[config.mk]
export PLATFORM = sky130hd
export DESIGN_NAME = pe2_writeback_collector
export DESIGN_NICKNAME = d
export VERILOG_FILES = /design/src/rtl/pe2_writeback_collector.sv
export SDC_FILE = /design/constraint.sdc
export NUM_CORES = 1
export LEC_CHECK = 0
export ABC_AREA = 1
export CORE_MARGIN = 3
export CORE_UTILIZATION = 58
export CTS_BUF_LIST = sky130_fd_sc_hd__clkbuf_8
export DETAILED_ROUTE_END_ITERATION = 7
export DONT_BUFFER_PORTS = 1
export MAX_ROUTING_LAYER = met4
export PLACE_DENSITY = 0.76
export SYNTH_ARGS = -nofsm -noshare
export SYNTH_HDL_FRONTEND = slang
export SYNTH_SLANG_ARGS = --single-unit
[constraint.sdc]
create_clock -name clk -period 3.19 [get_ports clk]
set_clock_uncertainty 0.15 [all_clocks]
set_input_delay 0.638 -clock clk [delete_from_list [all_inputs] [get_ports clk]]
set_output_delay 0.638 -clock clk [all_outputs]
set_load 0.005 [all_outputs]
[src/rtl/pe2_writeback_collector.sv]
// pe2_writeback_collector
// Consumer end of the PE2 result path. Each accepted issue is tracked through a
// tap line for the latency of the current pass mode. The matching PE2_out3/out4
// pair is captured into a small FIFO and written back to coefficient RAM as one
// two-port write. Issue credit covers both in-flight and buffered results, so the
// FIFO can never overflow.
module pe2_writeback_collector #(
   parameter int DATA_W     = 24,
   parameter int ADDR_W     = 8,
   parameter int FIFO_DEPTH = 4,
   parameter int LAT_FWD    = 2,
   parameter int LAT_KINV   = 3,
   parameter int LAT_DINV   = 9
) (
   input  logic              clk,
   input  logic              rst,
   input  logic              start,
   input  logic              KD_mode,
   input  logic              sel_1,
   input  logic [ADDR_W-1:0] base_addr,
   input  logic [ADDR_W-1:0] stride,
   input  logic [ADDR_W-1:0] num_pairs,
   input  logic              issue_valid,
   output logic              issue_ready,
   input  logic [DATA_W-1:0] PE2_out3,
   input  logic [DATA_W-1:0] PE2_out4,
   output logic              wr_en,
   input  logic              wr_ready,
   output logic [ADDR_W-1:0] wr_addr0,
   output logic [DATA_W-1:0] wr_data0,
   output logic [ADDR_W-1:0] wr_addr1,
   output logic [DATA_W-1:0] wr_data1,
   output logic              busy,
   output logic              done,
   output logic              err
);

   localparam int LAT_MAX01 = (LAT_FWD > LAT_KINV) ? LAT_FWD : LAT_KINV;
   localparam int LAT_MAX   = (LAT_MAX01 > LAT_DINV) ? LAT_MAX01 : LAT_DINV;
   localparam int LAT_W     = $clog2(LAT_MAX + 1);
   localparam int PTR_W     = (FIFO_DEPTH > 1) ? $clog2(FIFO_DEPTH) : 1;
   localparam int CNT_W     = $clog2(FIFO_DEPTH + 1);
   localparam int OCC_W     = $clog2(LAT_MAX + FIFO_DEPTH + 1);
   localparam int PAIR_W    = 2 * DATA_W;

   typedef enum logic [1:0] {
      S_IDLE  = 2'd0,
      S_RUN   = 2'd1,
      S_DRAIN = 2'd2,
      S_DONE  = 2'd3
   } state_t;

   // Pass control
   state_t              r_state;
   logic [LAT_W-1:0]    r_lat;
   logic [ADDR_W-1:0]   r_base;
   logic [ADDR_W-1:0]   r_stride;
   logic [ADDR_W-1:0]   r_num;
   logic [ADDR_W-1:0]   r_issued;
   logic [ADDR_W-1:0]   r_k;
   logic                r_busy;
   logic                r_done;
   logic                r_err;

   // Latency tracking and result buffer
   logic [LAT_MAX-1:0]  r_tap;
   logic [PAIR_W-1:0]   r_mem [0:FIFO_DEPTH-1];
   logic [PTR_W-1:0]    r_wr_ptr;
   logic [PTR_W-1:0]    r_rd_ptr;
   logic [CNT_W-1:0]    r_count;

   logic [LAT_MAX-1:0]  w_tap_mask;
   logic [LAT_MAX-1:0]  w_tap_last;
   logic [OCC_W-1:0]    w_inflight;
   logic [OCC_W-1:0]    w_occupancy;
   logic                w_issue_ready;
   logic                w_accept;
   logic                w_push;
   logic                w_wr_en;
   logic                w_pop;
   logic [ADDR_W:0]     w_issued_inc;
   logic [ADDR_W:0]     w_k_inc;
   logic                w_last_issue;
   logic                w_last_write;
   logic [LAT_W-1:0]    w_start_lat;
   logic [PAIR_W-1:0]   w_head;

   // Per-tap decode: which taps are live for this pass, and which one is the capture tap
   generate
      for (genvar gi = 0; gi < LAT_MAX; gi++) begin : g_tap
         assign w_tap_mask[gi] = (LAT_W'(gi) < r_lat);
         assign w_tap_last[gi] = (LAT_W'(gi + 1) == r_lat);
      end
   endgenerate

   // Count issues still travelling through PE2
   always_comb begin
      w_inflight = '0;
      for (int i = 0; i < LAT_MAX; i++) begin
         w_inflight = w_inflight + OCC_W'(r_tap[i]);
      end
   end

   assign w_occupancy   = w_inflight + OCC_W'(r_count);
   assign w_issue_ready = (r_state == S_RUN) && (w_occupancy < OCC_W'(FIFO_DEPTH));
   assign w_accept      = issue_valid & w_issue_ready;
   assign w_push        = |(r_tap & w_tap_last);
   assign w_wr_en       = (r_count != '0);
   assign w_pop         = w_wr_en & wr_ready;
   assign w_issued_inc  = {1'b0, r_issued} + (ADDR_W + 1)'(1);
   assign w_k_inc       = {1'b0, r_k} + (ADDR_W + 1)'(1);
   assign w_last_issue  = w_accept & (w_issued_inc == {1'b0, r_num});
   assign w_last_write  = w_pop & (w_k_inc == {1'b0, r_num});
   assign w_start_lat   = sel_1 ? (KD_mode ? LAT_W'(LAT_DINV) : LAT_W'(LAT_KINV))
                                : LAT_W'(LAT_FWD);

   // Pass FSM: mode latch, issue/write counters, busy/done/err outputs
   always_ff @(posedge clk) begin
      if (rst) begin
         r_state  <= S_IDLE;
         r_lat    <= '0;
         r_base   <= '0;
         r_stride <= '0;
         r_num    <= '0;
         r_issued <= '0;
         r_k      <= '0;
         r_busy   <= 1'b0;
         r_done   <= 1'b0;
         r_err    <= 1'b0;
      end else begin
         r_done <= 1'b0;
         if (w_accept) begin
            r_issued <= r_issued + ADDR_W'(1);
         end
         if (w_pop) begin
            r_k <= r_k + ADDR_W'(1);
         end
         if (issue_valid & ~w_issue_ready) begin
            r_err <= 1'b1;
         end
         case (r_state)
            S_IDLE: begin
               if (start) begin
                  r_lat    <= w_start_lat;
                  r_base   <= base_addr;
                  r_stride <= stride;
                  r_num    <= num_pairs;
                  r_issued <= '0;
                  r_k      <= '0;
                  r_busy   <= 1'b1;
                  if (num_pairs == '0) begin
                     r_state <= S_DONE;
                     r_done  <= 1'b1;
                  end else begin
                     r_state <= S_RUN;
                  end
               end
            end
            S_RUN: begin
               if (w_last_issue) begin
                  r_state <= S_DRAIN;
               end
            end
            S_DRAIN: begin
               // The last write accepted implies tap line and FIFO are empty
               if (w_last_write) begin
                  r_state <= S_DONE;
                  r_done  <= 1'b1;
               end
            end
            S_DONE: begin
               r_state <= S_IDLE;
               r_busy  <= 1'b0;
            end
            default: begin
               r_state <= S_IDLE;
               r_busy  <= 1'b0;
            end
         endcase
      end
   end

   // Tap line: bit 0 marks a fresh issue, taps beyond the pass latency are dropped
   always_ff @(posedge clk) begin
      if (rst) begin
         r_tap <= '0;
      end else begin
         r_tap <= {r_tap[LAT_MAX-2:0], w_accept} & w_tap_mask;
      end
   end

   // FIFO storage: capture the PE2 pair on the cycle its issue reaches the capture tap
   always_ff @(posedge clk) begin
      if (w_push) begin
         r_mem[r_wr_ptr] <= {PE2_out3, PE2_out4};
      end
   end

   // FIFO pointers and fill level
   always_ff @(posedge clk) begin
      if (rst) begin
         r_wr_ptr <= '0;
         r_rd_ptr <= '0;
         r_count  <= '0;
      end else begin
         if (w_push) begin
            r_wr_ptr <= r_wr_ptr + PTR_W'(1);
         end
         if (w_pop) begin
            r_rd_ptr <= r_rd_ptr + PTR_W'(1);
         end
         if (w_push & ~w_pop) begin
            r_count <= r_count + CNT_W'(1);
         end else if (~w_push & w_pop) begin
            r_count <= r_count - CNT_W'(1);
         end
      end
   end

   assign w_head      = r_mem[r_rd_ptr];
   assign issue_ready = w_issue_ready;
   assign wr_en       = w_wr_en;
   assign wr_addr0    = r_base + r_k;
   assign wr_addr1    = r_base + r_k + r_stride;
   assign wr_data0    = w_wr_en ? w_head[PAIR_W-1:DATA_W] : '0;
   assign wr_data1    = w_wr_en ? w_head[DATA_W-1:0] : '0;
   assign busy        = r_busy;
   assign done        = r_done;
   assign err         = r_err;

endmodule

== Word-level counts from Yosys, hierarchy flattened ==
Memory sizes are Yosys's and may differ from the RTL's. A register that Yosys moved wholly into a read port is not among the register bits.
Index checks and enable logic that the tools add are counted.
Word-level totals
  memories kept: 1
  bits in writable memories: 192
  flip-flop bits (word level): 65
  bits of input ports: 79
  word-level logic and storage cells: 110
  output and inout port bits: 69
Cells by class
  order comparisons: 10
  reduce and logical (&&, ||, !) cells: 10
  bitwise logic cells: 12
  $add $sub $neg: 19
  mux-type cells: 27
  equal/unequal tests: 17
Memory list
  r_mem: depth 4, width 48, rd ports 1, clocked after Yosys merged registers in 1, wr ports 1, RTL line 67  | logic [PAIR_W-1:0] r_mem [0:FIFO_DEPTH-1];
Operators by type and width (count)
  two-way mux 24 bit: 2
  two-way mux 8 bit: 6
  adder 4 x 1 -> 4 bit: 5
  adder 8 x 1 -> 9 bit (second input constant): 2
  bitwise AND 9 bit: 2
  == test 9 x 8 -> 1 bit: 2
  adder 8 x 1 -> 8 bit (second input constant): 2
  adder 8 bit: 2
  == test 3 x 4 -> 1 bit (first input constant): 4
  less-than comparator 3 x 4 -> 1 bit (first input constant): 4
  two-way mux 2 bit: 6
  OR reduction 9 bit: 1
  == test 2 x 4 -> 1 bit (first input constant): 2
  == test 4 bit (first input constant): 2
  zero test 8 bit: 1
  less-than comparator 1 x 4 -> 1 bit (first input constant): 2
  less-than comparator 2 x 4 -> 1 bit (first input constant): 2
  two-way mux 4 bit: 2
  case mux 2 bit (4 select lines): 1
  bitwise AND 1 bit: 7
  two-way mux 1 bit: 6
  two-way mux 3 bit: 2
  inequality test 2 bit (second input constant): 3
  adder 2 x 1 -> 2 bit (second input constant): 2
  19 further kinds: 25

== Depth between registers and ports, before layout ==
Gate-level depths: netlist of run 1.
  word-level depth: 15
  depth in mapped cells: 18
  gate-level depth less buffers: 18

== Worst setup path after synthesis of run 1 ==
Ideal clock, no wire load.
  path type: register to register
  start point: reg r_lat[0]
  end point: mem r_mem[0][0] (netlist bit), enable pin
  data required time: 2.586 ns
  setup time: 0.454 ns
  cell stages (with the launch flop): 9
  period minus slack after synthesis: 3.503 ns
  path buffers: 0
  arrival: 2.899 ns
  slack: -0.313 ns
  cell sequence: dfxtp_1 -> inv_1 -> nor2_1 -> inv_1 -> o22ai_1 -> o21ai_0 -> o21ai_0 -> nor2_2 -> nor2_1
Between the ends
  longest elaborated chain between the ends: 5
  elaborated cells on any way between the ends: 13
  classes of those cells: eq/ne (9); mux (2); bitwise (1); reduce/logical (1)
Ends and longest elaborated chain
  from (decl): RTL line 55  | logic [LAT_W-1:0] r_lat;
  from (signal assigned): RTL line 144  | r_lat <= w_start_lat;
  == test 1 x 4 -> 1 bit (tied with other cells): RTL line 92  | assign w_tap_last[gi] = (LAT_W'(gi + 1) == r_lat);
  bitwise AND 9 bit (*): RTL line 107  | assign w_push = |(r_tap & w_tap_last);
  OR reduction 9 bit (*): RTL line 107
  two-way mux 1 bit (*): RTL line 194  | if (w_push) begin
  two-way mux 1 bit (not written as such) (*): RTL line 195  | r_mem[r_wr_ptr] <= {PE2_out3, PE2_out4};
  to (decl): RTL line 67
Mark *: on every way between the ends. The rest lies on a longest branch, timed or not.

== Final worst setup path of run 1 ==
  start point: reg r_k[0]
  end point: out wr_addr1[7]
Between the ends
  longest elaborated chain between the ends: 2
Ends and longest elaborated chain
  from (decl): RTL line 60  | logic [ADDR_W-1:0] r_k;
  from (signal assigned): RTL line 136  | r_k <= r_k + ADDR_W'(1);
  adder 8 bit (2 in series): RTL line 224  | assign wr_addr1 = r_base + r_k + r_stride;
  to (decl): RTL line 31  | output logic [ADDR_W-1:0] wr_addr1,
No other way between the ends.

==> results of run 1 <==
-- through the flow --
stage / std cells / hold WS [ps]
6_report: 1481 / 25.2
5_1_grt: 1481 / 2.27
4_1_cts: 1473 / 2.30
3_5_place_dp: 1384 / 306
3_3_place_gp: 1384 / 300
2_1_floorplan: 1134 / 280
-- power breakdown --
group          leakage (nW)  total [W]  switching, W  internal (W)
clock                 0.430    0.00245       0.00122       0.00123
combinational          2.24    0.00344       0.00219       0.00125
sequential             2.27    0.00401      0.000212       0.00380
-- state kept, by name (all words and copies together) (netlist names), named ones only --
signal    cells
busy          1
r_lat         3
done          1
r_wr_ptr      2
r_tap         9
r_count       3
r_mem       192
err           1
r_rd_ptr      2
r_base        8
r_stride      8
r_k           8
r_issued      8
r_state       2
r_num         8
-- final timing paths --
kind | from | end | cells past startpoint
max | r_k[0]$_SDFF_PP0_ | wr_addr1[7] | 13
min reg2reg | r_tap[3]$_SDFF_PP0_ | r_tap[4]$_SDFF_PP0_ | 2
max reg2reg | r_tap[5]$_SDFF_PP0_ | r_issued[3]$_SDFF_PP0_ | 15
min | rst | r_tap[5]$_SDFF_PP0_ | 1
-- logic make-up (layout without fill, tap and decap cells) --
kind of cell,Yosys count,in the layout,synth area share (%)
flops,258,258,62.4
simple gates,436,436,15.8
xor+xnor,16,16,1.23
compound gates,252,252,11.4
fa+ha+maj,37,37,4.61
buf+inv,135,222,4.54
-- critical path, stage by stage (launching register included) --
cell                       delay, ps
sky130_fd_sc_hd__dfxtp_2         340
sky130_fd_sc_hd__ha_4            170
sky130_fd_sc_hd__fa_2            400
sky130_fd_sc_hd__nand3_2         100
sky130_fd_sc_hd__nand2_2          60
sky130_fd_sc_hd__nand2_2          70
sky130_fd_sc_hd__nand2_2          50
sky130_fd_sc_hd__a21oi_2         170
sky130_fd_sc_hd__xnor2_2         120
sky130_fd_sc_hd__ha_1            350
sky130_fd_sc_hd__a21oi_1         180
sky130_fd_sc_hd__o211ai_1        150
sky130_fd_sc_hd__xor2_1          190
sky130_fd_sc_hd__xnor2_1         230
-- repair_timing --
action,in CTS,in global routing
endpoints found under the setup margin,11,18
pin swaps,26,25
hold endpoints to repair,1,7
resized for setup,50,42
hold buffers,1,3
setup buffers,15,6
gates cloned,1,0
-- layer usage --
| metal | part of all wire, % | wire length (um) |
|---|---|---|
| met1 | 41 | 10300 |
| met2 | 50 | 12600 |
| met3 | 7.0 | 1780 |
| met4 | 2.7 | 674 |
| met5 | 0 | 0 |
-- placed cells by master, fill, tap and decap left out, types with 33 or more instances in the layout --
| cell | count |
|---|---|
| sky130_fd_sc_hd__nand2_1 | 96 |
| sky130_fd_sc_hd__nor2_1 | 255 |
| sky130_fd_sc_hd__dfxtp_1 | 55 |
| sky130_fd_sc_hd__o21ai_0 | 136 |
| sky130_fd_sc_hd__inv_1 | 93 |
| sky130_fd_sc_hd__a21oi_1 | 84 |
| sky130_fd_sc_hd__buf_4 | 38 |
| sky130_fd_sc_hd__edfxtp_1 | 192 |
| sky130_fd_sc_hd__nand3_1 | 33 |
| sky130_fd_sc_hd__clkbuf_8 | 42 |
-- final cells by class --
cell class                      instances  area, um^2
Multi-Input combinational cell        741        4100
Fill cell                            1371        5800
Sequential cell                       258        7110
Clock inverter                         30         130
Timing Repair inverter                  1        7.51
Clock buffer                           42         578
Timing Repair Buffer                   61         583
Tap cell                              260         325
Inverter                               88         334
==> out/qor.txt, run 1 <==
======================================================================================
Outcome ................................................................. finished with violations
Violated checks ......................................................... negative setup slack
Average wire per standard cell ..........................................      17.1 um
Core footprint ..........................................................   19000 um^2
Vertical die dimension ..................................................       146 um
Global-route met3 utilization ...........................................        5.20%
Source-to-sink clock delay at the later pin of the worst-skew pair ......       540 ps
N_diodes ................................................................            0
Via count of the first global-routing pass ..............................         7770
Area share of the largest cell type after synthesis .....................        50.8%
Nets ....................................................................         1308
Library cell occupying the most area in the post-synthesis netlist ...... sky130_fd_sc_hd__edfxtp_1
Total count of hold-check failures in the final report ..................            0
Classification of the worst-slack hold path ............................. input port to register
Final estimated routing congestion in global placement ..................        0.863
Effective utilization at floorplan ......................................        59.9%
Pin count of the biggest net entering global routing ....................           79
Ratio of cells with drive above 1 in the final layout ...................        16.5%
Area of placed instances ................................................   11900 um^2
Sum Neg Setup Slack .....................................................     -3810 ps
Via density per instance ................................................         5.51
Final setup violation count .............................................           18
Most used routing layer .................................................         met2
Post-route DRC violation count ..........................................            0
Path type of the worst setup path ....................................... register to output port
Mapped Avg Cell Area ....................................................    10.0 um^2
Crit end category .......................................................  output port
Count of state elements after synthesis .................................          258
Number of H-tree branching levels .......................................            2
Reported leakage power ..................................................      4.94 nW
Max-capacitance violation count .........................................            0
Synthesis-to-layout area growth .........................................        15.9%
Number of buffers created by CTS ........................................           41
Iteration-0 DRC count of the detailed router ............................          485
Global-route track usage on met2 ........................................        38.1%
Ports placed on the boundary ............................................          148
Sequential cell area fraction in the yosys report .......................        62.4%
Slew margin rel. ........................................................        44.2%
Arrival time reported for the critical path endpoint ....................      3120 ps
Post-Synthesis Net Count ................................................         1250
Clock tree from TritonCTS ...............................................        built
Slew @ Worst Pin ........................................................       836 ps
M1 GR Usage .............................................................        28.8%
DRT Wirelength ..........................................................      25.4 mm
Worst IR Drop VDD .......................................................     0.581 mV
Sinks on Clock Net ......................................................          258
Number of flops mapped to enable cells by yosys .........................          192
HPWL after detailed placement ...........................................      14.9 mm
ANT nets after route ....................................................            0
Setup slack of the critical path after layout ...........................      -723 ps
Data required time at the worst endpoint ................................      2400 ps
Core Util, Final ........................................................        69.4%
Port Buf Inserts ........................................................            0
Root buffer selected by CTS ............................................. sky130_fd_sc_hd__clkbuf_8
Min cycle time layout ...................................................      3910 ps
Post-route cell area ....................................................   13200 um^2
Final worst path period share ...........................................         123%
Leading cell type by number of instances after synthesis ................ sky130_fd_sc_hd__nor2_1
Die width ...............................................................       146 um
R2r setup slk ...........................................................      -150 ps
Total power of the final layout .........................................    0.00990 W
1st-pass router iterations ..............................................            5
RSZ-0062 raised after global routing ....................................          yes
Clock slew at the register clock pins of the worst setup and hold paths .        60 ps
Final Max Tran Viols ....................................................            0
Count of cell types in the netlist ......................................           33
Most common library cells after synthesis ............................... sky130_fd_sc_hd__nor2_1, sky130_fd_sc_hd__edfxtp_1, sky130_fd_sc_hd__o21ai_0
Fraction of registers with async set or reset after synthesis ...........           0%
CP Launch Type ..........................................................     register
Synth Instances .........................................................         1134
Initial antenna violation count .........................................            0
Post-synth design cell area .............................................   11400 um^2
Setup slack at placement ................................................      -140 ps
Main area contributors after synthesis .................................. sky130_fd_sc_hd__edfxtp_1, sky130_fd_sc_hd__dfxtp_1, sky130_fd_sc_hd__nor2_1
FP Rows .................................................................           50
Tot GR Track Use ........................................................        23.3%
Deepest clock path buffer count .........................................            3
Global route total overflow .............................................            0
Overall die area ........................................................   21300 um^2
Pwr dens ................................................................  753 nW/um^2
Global-route wire length before repair ..................................      39.3 mm
Main flop type after synthesis .......................................... sky130_fd_sc_hd__edfxtp_1
YS warnings .............................................................            0
Highest fanout seen on the critical path ................................            3
Via count ...............................................................         8165
Timing-limited maximum frequency ........................................    0.256 GHz
======================================================================================
(Power assumes the default switching activity.)
==> run 2, diff against run 1 <==
--- a/config.mk
+++ b/config.mk
@@ -7,12 +7,11 @@
 export LEC_CHECK = 0
 export ABC_AREA = 1
 export CORE_MARGIN = 3
-export CORE_UTILIZATION = 58
+export CORE_UTILIZATION = 23
 export CTS_BUF_LIST = sky130_fd_sc_hd__clkbuf_8
+export CTS_CLUSTER_DIAMETER = 120
 export DETAILED_ROUTE_END_ITERATION = 7
-export DONT_BUFFER_PORTS = 1
 export MAX_ROUTING_LAYER = met4
-export PLACE_DENSITY = 0.76
 export SYNTH_ARGS = -nofsm -noshare
 export SYNTH_HDL_FRONTEND = slang
 export SYNTH_SLANG_ARGS = --single-unit
==> run 2 against run 1 <==
  * Critical endpoint unchanged
  * Highest routed layer unchanged
  * Routed wire length is 26% higher
  * Combinational power grew 48%
  * Non-clock buffer count is 181 higher
  * Worst setup slack worse by 170 ps
  * Critical path type unchanged
  * Global-route usage is 11 points lower
  * Sequential share of layout area shrank 8.7 points
  * Core utilization shrank 37 points
  * The run still ends with negative setup slack left
  * Largest cell class unchanged
==> out/qor.txt, run 2 (synthesized netlist as in run 1, its figures left out) <==
======================================================================================
HPWL after detailed placement ...........................................      20.0 mm
R2r setup slk ...........................................................      -180 ps
Die width ...............................................................       228 um
Synthesis-to-layout area growth .........................................        38.2%
Pwr dens ................................................................  766 nW/um^2
Max-capacitance violation count .........................................            0
Sum of buffers and inverters on the critical path .......................            1
Via count ...............................................................         8889
DRT Wirelength ..........................................................      32.0 mm
Violated checks ......................................................... negative setup slack
Initial antenna violation count .........................................            0
Port Buf Inserts ........................................................          147
Deepest clock path buffer count .........................................            3
Family with the most delay on the worst path ............................  adder cells
Number of buffers created by CTS ........................................           48
Outcome ................................................................. finished with violations
Reported leakage power ..................................................      6.03 nW
Nets ....................................................................         1496
Clock slew at the register clock pins of the worst setup and hold paths .        60 ps
Most frequent cells in the layout ....................................... sky130_fd_sc_hd__nor2_1, sky130_fd_sc_hd__edfxtp_1, sky130_fd_sc_hd__o21ai_0, sky130_fd_sc_hd__clkdlybuf4s50_1, sky130_fd_sc_hd__nand2_1
Overall die area ........................................................   52100 um^2
Worst IR Drop VDD .......................................................     0.376 mV
FILL cells ..............................................................         4970
Global-route wire length before repair ..................................      49.3 mm
FP Rows .................................................................           80
Pin count of the biggest net entering global routing ....................           49
Crit end category .......................................................  output port
Ratio of cells with drive above 1 in the final layout ...................        18.8%
Data required time at the worst endpoint ................................      2400 ps
Effective utilization at floorplan ......................................        23.5%
Highest-delay cell along the critical path .............................. sky130_fd_sc_hd__fa_2
Slew @ Worst Pin ........................................................       625 ps
Ports placed on the boundary ............................................          148
Tot GR Track Use ........................................................        12.3%
Iteration-0 DRC count of the detailed router ............................          483
Timing-limited maximum frequency ........................................    0.245 GHz
Final estimated routing congestion in global placement ..................        0.847
CP Launch Type ..........................................................     register
Via count of the first global-routing pass ..............................         8776
Global route total overflow .............................................            0
Arrival time reported for the critical path endpoint ....................      3300 ps
Average wire per standard cell ..........................................      15.5 um
1st-pass router iterations ..............................................            5
Setup slack of the critical path after layout ...........................      -896 ps
Critical Path Max Stage Delay ...........................................       410 ps
Hold slack ..............................................................       309 ps
Slew margin rel. ........................................................        58.3%
Classification of the worst-slack hold path ............................. register to register
Final Max Tran Viols ....................................................            0
Area of placed instances ................................................   14100 um^2
Path type of the worst setup path ....................................... register to output port
Post-route cell area ....................................................   15700 um^2
Root buffer selected by CTS ............................................. sky130_fd_sc_hd__clkbuf_8
Min cycle time layout ...................................................      4090 ps
Sinks on Clock Net ......................................................          258
Cell breakdown of the critical path ..................................... ha_4, fa_2, nand3_2, nand2_2, nand2_2, nand2_2, a21oi_2, xnor2_1, ha_1, nand2_1, o211ai_1, xor2_1, xnor2_1, buf_2
Final setup violation count .............................................           19
Via density per instance ................................................         4.29
Most frequent cell on the critical path ................................. sky130_fd_sc_hd__nand2_2
Vertical die dimension ..................................................       228 um
Clock tree from TritonCTS ...............................................        built
Highest fanout seen on the critical path ................................            3
Source-to-sink clock delay at the later pin of the worst-skew pair ......       610 ps
Sum Neg Setup Slack .....................................................     -5140 ps
RSZ-0062 raised after global routing ....................................          yes
ANT nets after route ....................................................            0
Core Util, Final ........................................................        32.5%
Leading cell type in the layout, fill and taps excluded ................. sky130_fd_sc_hd__nor2_1
Flip-flop count of the largest register after layout ....................          192
Core footprint ..........................................................   48200 um^2
Total count of hold-check failures in the final report ..................            0
Final worst path period share ...........................................         128%
Number of H-tree branching levels .......................................            2
Biggest register ........................................................        r_mem
Post-route DRC violation count ..........................................            0
Regs by FF count ........................................................ r_mem (192), r_tap (9)
======================================================================================
run 2: stage by stage:
step,std cells,total power [W],setup slack (ps)
5_1_grt,2071,0.0128,-1110
2_1_floorplan,1134,0.00607,-313
3_3_place_gp,1954,0.00857,-619
3_5_place_dp,1954,0.00861,-611
6_report,2072,0.0120,-896
4_1_cts,2067,0.0121,-842
run 2: repair_timing:
action	in CTS	in global routing
hold endpoints to repair	0	0
buffers inserted	29	8
cloned	4	0
pin swaps	41	33
hold buffers	0	0
endpoints found under the setup margin	70	45
gates resized for setup	155	40
run 2: routing by layer:
metal  track usage, %  vias to the layer above  routed length (um)
li1                 -                     4357                   -
met1             15.3                     4228               14100
met2             20.1                      251               15400
met3             2.61                       53                1880
met4             3.87                        0                 667
met5                -                        -                   0
run 2: where the power goes:
part | total, W | internal (W) | switching [W]
logic | 0.00509 | 0.00246 | 0.00264
clock network | 0.00295 | 0.00152 | 0.00142
registers | 0.00398 | 0.00380 | 0.000181
total | 0.0120 | 0.00778 | 0.00424
run 2: cell type report:
type | instances | area [um^2] | area share, %
flip-flops and latches | 258 | 7110 | 45.3
multi-input cells | 741 | 4070 | 25.9
repair buffers | 242 | 2460 | 15.7
well taps | 656 | 821 | 5.23
clock buffers | 49 | 674 | 4.30
inverters | 88 | 349 | 2.22
clock inverters | 36 | 204 | 1.30
repair inverters | 1 | 7.51 | 0.0478
diodes | 1 | 2.50 | 0.0159
run 2: final timing paths:
kind,startpoint,to,depth (start not counted)
hold / removal,r_tap[3]$_SDFF_PP0_,r_tap[4]$_SDFF_PP0_,2
setup / recovery,r_base[0]$_SDFFE_PP0P_,wr_addr1[7],14
setup reg to reg,r_tap[3]$_SDFF_PP0_,r_state[1]$_SDFFE_PP0P_,18
hold reg to reg,r_tap[3]$_SDFF_PP0_,r_tap[4]$_SDFF_PP0_,2
run 2: worst register-to-register path, delay by kind of cell (launching register included):
kind,cells,cell delay (ps)
and+or+nand+nor,11,1060
DFF,1,330
adders and majority gates,4,1540
buffers and inverters,3,240
==> run 3, diff against run 2 <==
--- a/config.mk
+++ b/config.mk
@@ -11,6 +11,7 @@
 export CTS_BUF_LIST = sky130_fd_sc_hd__clkbuf_8
 export CTS_CLUSTER_DIAMETER = 120
 export DETAILED_ROUTE_END_ITERATION = 7
+export GPL_TIMING_DRIVEN = 0
 export MAX_ROUTING_LAYER = met4
 export SYNTH_ARGS = -nofsm -noshare
 export SYNTH_HDL_FRONTEND = slang
==> run 3 against run 2 <==
  * The flow still finishes with violations (negative setup slack)
  * Register-to-register slack got worse by 20 ps
  * Global-route usage is 0.57 points higher
  * Flip-flop and latch count unchanged
  * Sequential share of layout area up 0.43 points
  * Cell count down 0.14%
  * Power fell by 1.6%
  * Largest power group unchanged
==> out/qor.txt, run 3 (synthesized netlist as in run 1, its figures left out) <==
======================================================================================
Sum of buffers and inverters on the critical path .......................            2
Effective utilization at floorplan ......................................        23.5%
Number of buffers created by CTS ........................................           47
Cell count of the worst hold path .......................................            2
Pwr dens ................................................................  759 nW/um^2
DRT Wirelength ..........................................................      33.5 mm
Cell breakdown of the critical path ..................................... ha_4, fa_2, nand3_2, nand2_1, nand2_1, nand2_1, a21oi_2, xnor2_2, ha_1, nand2_1, inv_1, nand4_1, o211ai_1, xor2_1, xnor2_1, buf_2
Source-to-sink clock delay at the later pin of the worst-skew pair ......       600 ps
Setup slack of the critical path after layout ...........................      -819 ps
Timing-limited maximum frequency ........................................    0.249 GHz
Number of H-tree branching levels .......................................            2
Sinks on Clock Net ......................................................          258
Worst reg2reg path depth ................................................           19
Most frequent cell on the critical path ................................. sky130_fd_sc_hd__nand2_1
Highest-delay cell along the critical path .............................. sky130_fd_sc_hd__fa_2
Total count of hold-check failures in the final report ..................            0
Vertical die dimension ..................................................       228 um
Area of placed instances ................................................   13900 um^2
Via count of the first global-routing pass ..............................         8985
Ratio of cells with drive above 1 in the final layout ...................        17.6%
Nets ....................................................................         1490
Root buffer selected by CTS ............................................. sky130_fd_sc_hd__clkbuf_8
Global route total overflow .............................................            0
Biggest register ........................................................        r_mem
RSZ-0062 raised after global routing ....................................          yes
1st-pass router iterations ..............................................            5
Via density per instance ................................................         4.31
Crit end category .......................................................  output port
Tot GR Track Use ........................................................        12.9%
ANT nets after route ....................................................            0
Final worst path period share ...........................................         126%
Critical Path Max Stage Delay ...........................................       370 ps
Port Buf Inserts ........................................................          147
FILL cells ..............................................................         4979
Synthesis-to-layout area growth .........................................        37.2%
Deepest clock path buffer count .........................................            3
Final setup violation count .............................................           19
Startpoint of the worst-slack reg-to-reg timing path .................... r_tap[3]$_SDFF_PP0_
Clock slew at the register clock pins of the worst setup and hold paths .        60 ps
R2r setup slk ...........................................................      -200 ps
HPWL after detailed placement ...........................................      22.5 mm
Worst IR Drop VDD .......................................................     0.352 mV
Pin count of the biggest net entering global routing ....................           29
Regs by FF count ........................................................ r_mem (192), r_tap (9)
Via count ...............................................................         8914
Violated checks ......................................................... negative setup slack
Data required time at the worst endpoint ................................      2400 ps
Overall die area ........................................................   52100 um^2
Arrival time reported for the critical path endpoint ....................      3220 ps
Non-filler cells in the finished layout .................................         2069
Average wire per standard cell ..........................................      16.2 um
Capture instance of the worst register-to-register path ................. r_state[0]$_SDFFE_PP0P_
Final Max Tran Viols ....................................................            0
Leading cell type in the layout, fill and taps excluded ................. sky130_fd_sc_hd__nor2_1
CP Launch Type ..........................................................     register
FP Rows .................................................................           80
Iteration-0 DRC count of the detailed router ............................          533
Most frequent cells in the layout ....................................... sky130_fd_sc_hd__nor2_1, sky130_fd_sc_hd__edfxtp_1, sky130_fd_sc_hd__o21ai_0, sky130_fd_sc_hd__clkdlybuf4s50_1, sky130_fd_sc_hd__nand2_1
Sum Neg Setup Slack .....................................................     -5630 ps
Flip-flop count of the largest register after layout ....................          192
Post-route DRC violation count ..........................................            0
Min cycle time layout ...................................................      4010 ps
Setup crit start ........................................................ r_k[0]$_SDFF_PP0_
Global-route wire length before repair ..................................      51.4 mm
Core footprint ..........................................................   48200 um^2
Family with the most delay on the worst path ............................  adder cells
Post-route cell area ....................................................   15600 um^2
Slew margin rel. ........................................................        41.5%
Die width ...............................................................       228 um
Max-capacitance violation count .........................................            0
Setup slack at placement ................................................      -884 ps
Initial antenna violation count .........................................            1
Outcome ................................................................. finished with violations
Multi-input combinational cell area .....................................    4090 um^2
Worst Hold Launch ....................................................... r_tap[6]$_SDFF_PP0_
Classification of the worst-slack hold path ............................. register to register
Hold endpoint ........................................................... r_tap[7]$_SDFF_PP0_
Highest fanout seen on the critical path ................................            3
Ports placed on the boundary ............................................          148
Cells after DPL .........................................................         1944
Path type of the worst setup path ....................................... register to output port
Core Util, Final ........................................................        32.3%
Clock tree from TritonCTS ...............................................        built
Reported leakage power ..................................................      6.06 nW
Slew @ Worst Pin ........................................................       876 ps
Final estimated routing congestion in global placement ..................        0.836
Sequential cell area ....................................................    7120 um^2
======================================================================================
-- run 3: cell types whose count changed in the layout (fill, tap and decap cells not counted), moves of 6 or more --
| cell | previous run | this run |
|---|---|---|
| sky130_fd_sc_hd__a21oi_1 | 85 | 78 |
| sky130_fd_sc_hd__a21oi_2 | 6 | 12 |
| sky130_fd_sc_hd__buf_12 | 13 | 4 |
| sky130_fd_sc_hd__buf_4 | 57 | 32 |
| sky130_fd_sc_hd__clkbuf_1 | 0 | 10 |
| sky130_fd_sc_hd__clkbuf_4 | 0 | 10 |
| sky130_fd_sc_hd__dlygate4sd2_1 | 22 | 14 |
| sky130_fd_sc_hd__dlymetal6s2s_1 | 7 | 19 |
| sky130_fd_sc_hd__inv_1 | 88 | 97 |
| sky130_fd_sc_hd__inv_2 | 12 | 5 |
-- run 3: worst reg2reg max path, cell delays in order (launching register included) --
cell                      delay, ps
sky130_fd_sc_hd__dfxtp_2        320
sky130_fd_sc_hd__fa_1           550
sky130_fd_sc_hd__inv_2           40
sky130_fd_sc_hd__fa_2           530
sky130_fd_sc_hd__inv_2           40
sky130_fd_sc_hd__fa_2           350
sky130_fd_sc_hd__ha_4           270
sky130_fd_sc_hd__nand3_2         60
sky130_fd_sc_hd__nand2_1         60
sky130_fd_sc_hd__nand2_1         60
sky130_fd_sc_hd__nand2_2         90
sky130_fd_sc_hd__buf_6          100
sky130_fd_sc_hd__nand3_4        100
sky130_fd_sc_hd__nor2_2         130
sky130_fd_sc_hd__nand3_2         90
sky130_fd_sc_hd__nand2_2         90
sky130_fd_sc_hd__nand3_4         80
sky130_fd_sc_hd__nand2_2         60
sky130_fd_sc_hd__nand2_1         40
sky130_fd_sc_hd__nor2_1         110
-- run 3: worst max path at each step --
stage / to / cells after the start
final: wr_addr1[7] / 16
after CTS: wr_addr1[7] / 16
after detailed placement: wr_addr1[7] / 16
after floorplan: r_mem[0][0]$_DFFE_PP_ / 8
after global routing: wr_addr1[7] / 16
after global placement: r_mem[1][18]$_DFFE_PP_ / 8
-- run 3: timing repair --
action                                 CTS  global route
hold buffers                             0             0
endpoints found under the hold margin    0             0
pin swaps                               41            39
buffers inserted                        29            14
gates cloned                             1             0
gates resized for setup                185            76
setup endpoints to repair               71            58
-- run 3: where the power goes --
group	internal, W	total (W)	leakage, nW	switching [W]
clock	0.00151	0.00296	0.511	0.00145
combinational	0.00219	0.00485	3.28	0.00266
sequential	0.00380	0.00402	2.27	0.000216
total	0.00751	0.0118	6.06	0.00432
-- run 3: area by class of cell --
cell class,count,share of cell area [%]
multi-input combinational,741,26.2
sequential,258,45.7
inverter,88,2.16
antenna,2,0.0321
buffer,46,2.27
clock inverter,38,1.45
tap,656,5.27
timing repair inverter,1,0.0482
timing repair buffer,191,12.5
clock buffer,48,4.24
-- run 3: stage by stage --
step	hold slack (ps)	power (W)
4_1_cts	308	0.0119
3_5_place_dp	307	0.00838
3_3_place_gp	300	0.00833
2_1_floorplan	280	0.00607
5_1_grt	340	0.0126
6_report	308	0.0118
-- run 3: metal layers --
layer  vias up  wire length [um]  global-route usage, %
li1       4360                 -                      -
met4         0               594                   3.30
met3        44              2020                   3.11
met1      4263             14700                   16.0
met5         -                 0                      -
met2       247             16100                   21.2
==> RTL change 1, RTL diff (flow settings as in run 3) <==
`LAT_FWD`: 2 -> 8.
--- a/src/rtl/pe2_writeback_collector.sv
+++ b/src/rtl/pe2_writeback_collector.sv
@@ -10,3 +10,3 @@
    parameter int FIFO_DEPTH = 4,
-   parameter int LAT_FWD    = 2,
+   parameter int LAT_FWD    = 8,
    parameter int LAT_KINV   = 3,
Function: changed (Yosys sat finds a counterexample within 10 cycles, from zero or initial values and one cycle with rst high).
==> RTL change 1 against run 3 <==
The run still ends with negative setup slack left. Routed wire length down 0.75%. Cell area up 0.50%. Non-clock buffer count is 6 lower. Worst setup slack worse by 0.079 ns. Area after synthesis is 0.19% higher. Cell count is 0.58% lower. Sequential cell count did not move. Total power grew 3.8%. Critical endpoint unchanged.
==> RTL change 1: results (changes against run 3) <==
INFO  metric netlist_top_cells_count = 254 x nor2_1, 192 x edfxtp_1, 144 x o21ai_0 (was 261 x nor2_1, 192 x edfxtp_1, 143 x o21ai_0)
INFO  metric place_congestion = 0.8340 (was 0.8356)
INFO  metric synth_compound_area_share = 11.58% (was 11.44%)
INFO  metric post_synth_fa_ha_maj_area_fraction = 4.598% (was 4.607%)
INFO  metric fin_setup_tns = -4.182 ns (was -5.632 ns)
INFO  metric filler_cells = 4,882 (was 4,979)
INFO  metric met1_usage = 14.98% (was 15.99%)
INFO  metric initial_antenna_violation_count = 5 (was 1)
INFO  metric met2_track_utilization_from_global_routing = 21.21% (was 21.18%)
INFO  metric nNetsFinal = 1,477 (was 1,490)
INFO  metric yosys.cell_types.count = 35 (was 33)
INFO  metric grt_first_pass_wirelength = 50,560 um (was 51,360 um)
INFO  metric synth-seq-area-share = 62.30% (was 62.42%)
INFO  metric crit_arrival = 3.30 ns (was 3.22 ns)
INFO  metric leakage = 6.075 nW (was 6.061 nW)
INFO  metric grt_max_degree = 27 (was 29)
INFO  metric route.detailed.wl_per_inst = 16.16 um (was 16.19 um)
INFO  metric critPathSlowestCell = dfxtp_4 (was fa_2)
INFO  metric final-setup-viol-count = 10 (was 19)
INFO  metric failed_checks = negative setup slack (unchanged)
INFO  metric maxSlewHeadroom = 54.30% (was 41.46%)
INFO  metric met3_usage = 3.988% (was 3.106%)
INFO  metric post_synth_xor_area_fraction = 1.078% (was 1.234%)
INFO  metric synth_fp_nets = 1,245 (was 1,250)
INFO  metric dp_slack = -0.9798 ns (was -0.8845 ns)
INFO  metric final_critical_path_setup_slack = -0.8980 ns (was -0.8190 ns)
INFO  metric async_reset_ff_share = 0% (unchanged)
INFO  metric hold_path_depth = 2 (unchanged)
INFO  metric status = complete, but fails checks (unchanged)
INFO  metric synth.area.top_cells = edfxtp_1 51%, dfxtp_1 12%, nor2_1 8.4%, o21ai_0 6.3%, a21oi_1 4.2% (was edfxtp_1 51%, dfxtp_1 12%, nor2_1 8.6%, o21ai_0 6.3%, a21oi_1 4.1%)
INFO  metric dp.final_hpwl = 22,730 um (was 22,480 um)
INFO  metric max_flop_register = r_mem (unchanged)
INFO  metric grt_util_all_layers = 12.76% (was 12.90%)
==> RTL change 1: cell types whose count changed after synthesis, sizes merged, moves of 2 or more <==
cell	delta
inv	-3
clkinv	+2
a21oi	+3
nor3	-2
nor3b	+2
a211oi	+2
xor2	-3
nand2	-5
==> RTL change 1: kinds of logic (layout without fill, tap and decap cells) <==
family                   count (synthesis)  in the layout
AO/OA/AOI/OAI                          256            256
XOR/XNOR                                14             14
adder cells (fa/ha/maj)                 37             37
buffers and inverters                  135            402
flip-flops                             258            258
other                                    0              5
AND/OR/NAND/NOR                        429            429
==> RTL change 1: metrics by stage <==
step | hold slack [ns] | util (%) | instances | area, um^2 | total power [mW]
finish | 0.2980 | 32.44 | 2057 | 15650 | 12.27
global route | 0.3251 | 32.44 | 2057 | 15650 | 13.07
CTS | 0.2934 | 31.85 | 2042 | 15370 | 12.26
detailed placement | 0.3017 | 28.77 | 1940 | 13880 | 8.493
global placement | 0.3026 | 28.34 | 1932 | 13670 | 8.415
floorplan | 0.2805 | - | 1129 | 11380 | 6.135
==> RTL change 1: critical path: cells and delay by family, from the launching register on <==
family	cells	cell delay, ns
fa+ha+maj	3	0.87
xor+xnor	3	0.51
compound gates	2	0.46
simple gates	5	0.37
flops	1	0.36
buf+inv	1	0.15
==> RTL change 1: worst paths after layout <==
path | from | endpoint | slack (ns)
worst min register to register | r_tap[4] | r_tap[5] | 0.30
worst max register to register | r_tap[5] | r_state[1] | -0.20
worst max-delay path | r_k[0] | wr_addr1[7] | -0.90
worst min-delay path | r_tap[4] | r_tap[5] | 0.30
==> RTL change 1: cell type report <==
| cell class | instances | area, um^2 | area share (%) |
|---|---|---|---|
| diodes | 5 | 12.51 | 0.07994 |
| plain buffers | 46 | 391.6 | 2.502 |
| clock buffers | 48 | 660.6 | 4.221 |
| clock inverters | 36 | 354.1 | 2.262 |
| inverters | 87 | 336.6 | 2.150 |
| multi-input cells | 736 | 4098 | 26.18 |
| flip-flops and latches | 258 | 7118 | 45.48 |
| well taps | 656 | 820.8 | 5.244 |
| repair buffers | 185 | 1859 | 11.88 |
==> RTL change 1: where the power goes <==
| group | leakage [nW] | total [mW] | switching (mW) | internal [mW] |
|---|---|---|---|---|
| logic | 3.23 | 4.85 | 2.71 | 2.14 |
| registers | 2.27 | 4.02 | 0.206 | 3.81 |
| clock network | 0.573 | 3.41 | 1.43 | 1.98 |
| total | 6.07 | 12.3 | 4.34 | 7.93 |
==> RTL change 1: repair_timing <==
action	4_1_cts	5_1_grt
endpoints found under the setup margin	73	43
pin swaps	35	31
gates resized for setup	208	63
buffers inserted	18	14
cloned	1	0
==> RTL change 1: layer usage <==
layer  wire length (um)  share of wire [%]
met1              14250                 43
met2              16110                 48
met3               2257                6.8
met4                621                1.9
met5                  0                  0
==> RTL change 2, RTL diff (flow settings as in run 3) <==
Without the edit above. Re-encode `state_t` (4 states) as one-hot, 4 bits wide.
--- a/src/rtl/pe2_writeback_collector.sv
+++ b/src/rtl/pe2_writeback_collector.sv
@@ -45,7 +45,7 @@
 
-   typedef enum logic [1:0] {
-      S_IDLE  = 2'd0,
-      S_RUN   = 2'd1,
-      S_DRAIN = 2'd2,
-      S_DONE  = 2'd3
+   typedef enum logic [3:0] {
+      S_IDLE  = 4'b0001,
+      S_RUN   = 4'b0010,
+      S_DRAIN = 4'b0100,
+      S_DONE  = 4'b1000
    } state_t;
Behaviour: no difference found for any inputs over 4 cycles, from zero or initial values and one cycle with rst high; so few cycles prove little.
==> RTL change 2 against run 3 <==
The run still ends with negative setup slack left. Cell area is 0.69% lower. Sequential cell count is 2 higher. Routed wire length is 3.1% lower. Area after synthesis is 0.21% lower. Total power is 9.9% lower. Worst setup slack worse by 0.10 ns. Clock power is 4% higher. Critical path type unchanged. Critical endpoint unchanged.
==> RTL change 2: results (changes against run 3) <==
INFO  metric status = complete, but fails checks (unchanged)
INFO  metric failed_checks = negative setup slack (unchanged)
INFO  metric peakVddDrop = 0.3227 mV (was 0.3523 mV)
INFO  metric final-setup-viol-count = 21 (was 19)
INFO  metric final_critical_path_setup_slack = -0.9238 ns (was -0.8190 ns)
INFO  metric route.detailed.wl_per_inst = 15.89 um (was 16.19 um)
INFO  metric dp_slack = -0.7257 ns (was -0.8845 ns)
INFO  metric io_buffer_count = 146 (was 147)
INFO  metric dpl-instance-area = 0.01379 mm^2 (was 0.01387 mm^2)
INFO  metric numCtsBuffers = 49 (was 47)
INFO  metric place_congestion = 0.8551 (was 0.8356)
INFO  metric grt_first_pass_wirelength = 49,540 um (was 51,360 um)
INFO  metric synthesis.instances = 1,113 (was 1,134)
INFO  metric wirelength = 32,460 um (was 33,490 um)
INFO  metric vias = 8,687 (was 8,914)
INFO  metric maxSlewHeadroom = 41.39% (was 41.46%)
INFO  metric area_delta_synth_final = 36.51% (was 37.17%)
INFO  metric dp.final_hpwl = 21,400 um (was 22,480 um)
INFO  metric crit_arrival = 3.33 ns (was 3.22 ns)
INFO  metric grt_max_degree = 28 (was 29)
INFO  metric synth-seq-area-share = 62.90% (was 62.42%)
INFO  metric grt_util_all_layers = 12.53% (was 12.90%)
INFO  metric drt_first_iter_violations = 451 (was 533)
INFO  metric grt_pass1_vias = 8,641 (was 8,985)
INFO  metric yosys.cell_types.count = 38 (was 33)
## RTL change 2: cell count changes after synthesis, moves of 4 or more
| cell | before | now |
|---|---|---|
| clkbuf_1 | 35 | 27 |
| inv_2 | 3 | 7 |
| nand3_1 | 37 | 26 |
| ha_1 | 29 | 25 |
| buf_2 | 6 | 13 |
| inv_1 | 85 | 79 |
| nand2_1 | 104 | 91 |
## RTL change 2: repair_timing
item | CTS | global route
endpoints found under the setup margin | 74 | 31
pin swaps | 45 | 30
buffers inserted | 21 | 12
resized for setup | 235 | 28
## RTL change 2: worst paths after layout
path | slack, ns | start | cells past startpoint | to
setup / recovery | -0.92 | r_base[0] | 16 | wr_addr1[7]
setup reg to reg | -0.22 | r_tap[3] | 18 | r_issued[5]
hold reg to reg | 0.31 | r_tap[6] | 2 | r_tap[7]
hold / removal | 0.12 | rst | 2 | r_tap[0]
## RTL change 2: logic make-up after synthesis
family | synth area share [%]
and+or+nand+nor | 14.82
adders and majority gates | 4.174
DFF | 62.90
xor gates and xnor gates | 1.701
buffers and inverters | 4.804
AOI/OAI and AO/OA | 11.60
## RTL change 2: metal layers
metal / GRT usage, % / up-vias / wire length, um
met1: 15.20 / 4118 / 13980
met4: 3.690 / 0 / 623
li1: - / 4275 / -
met2: 20.59 / 241 / 15640
met3: 3.281 / 53 / 2222
met5: - / - / 0
## RTL change 2: final cells by class
class	count	share of cell area (%)
clock buffer	51	4.538
antenna	2	0.03236
inverter	86	2.152
multi-input combinational	719	25.98
tap	656	5.307
buffer	48	2.605
clock inverter	38	1.424
timing repair buffer	183	11.64
sequential	260	46.31
## RTL change 2: power groups by stage
stage	Combinational, mW	Sequential [mW]	Clock (mW)
2_1_floorplan	1.58	3.87	0
3_3_place_gp	3.41	3.90	0
3_5_place_dp	3.43	3.90	0
5_1_grt	4.12	3.87	3.36
4_1_cts	3.69	3.86	3.21
6_report	3.73	3.86	3.07
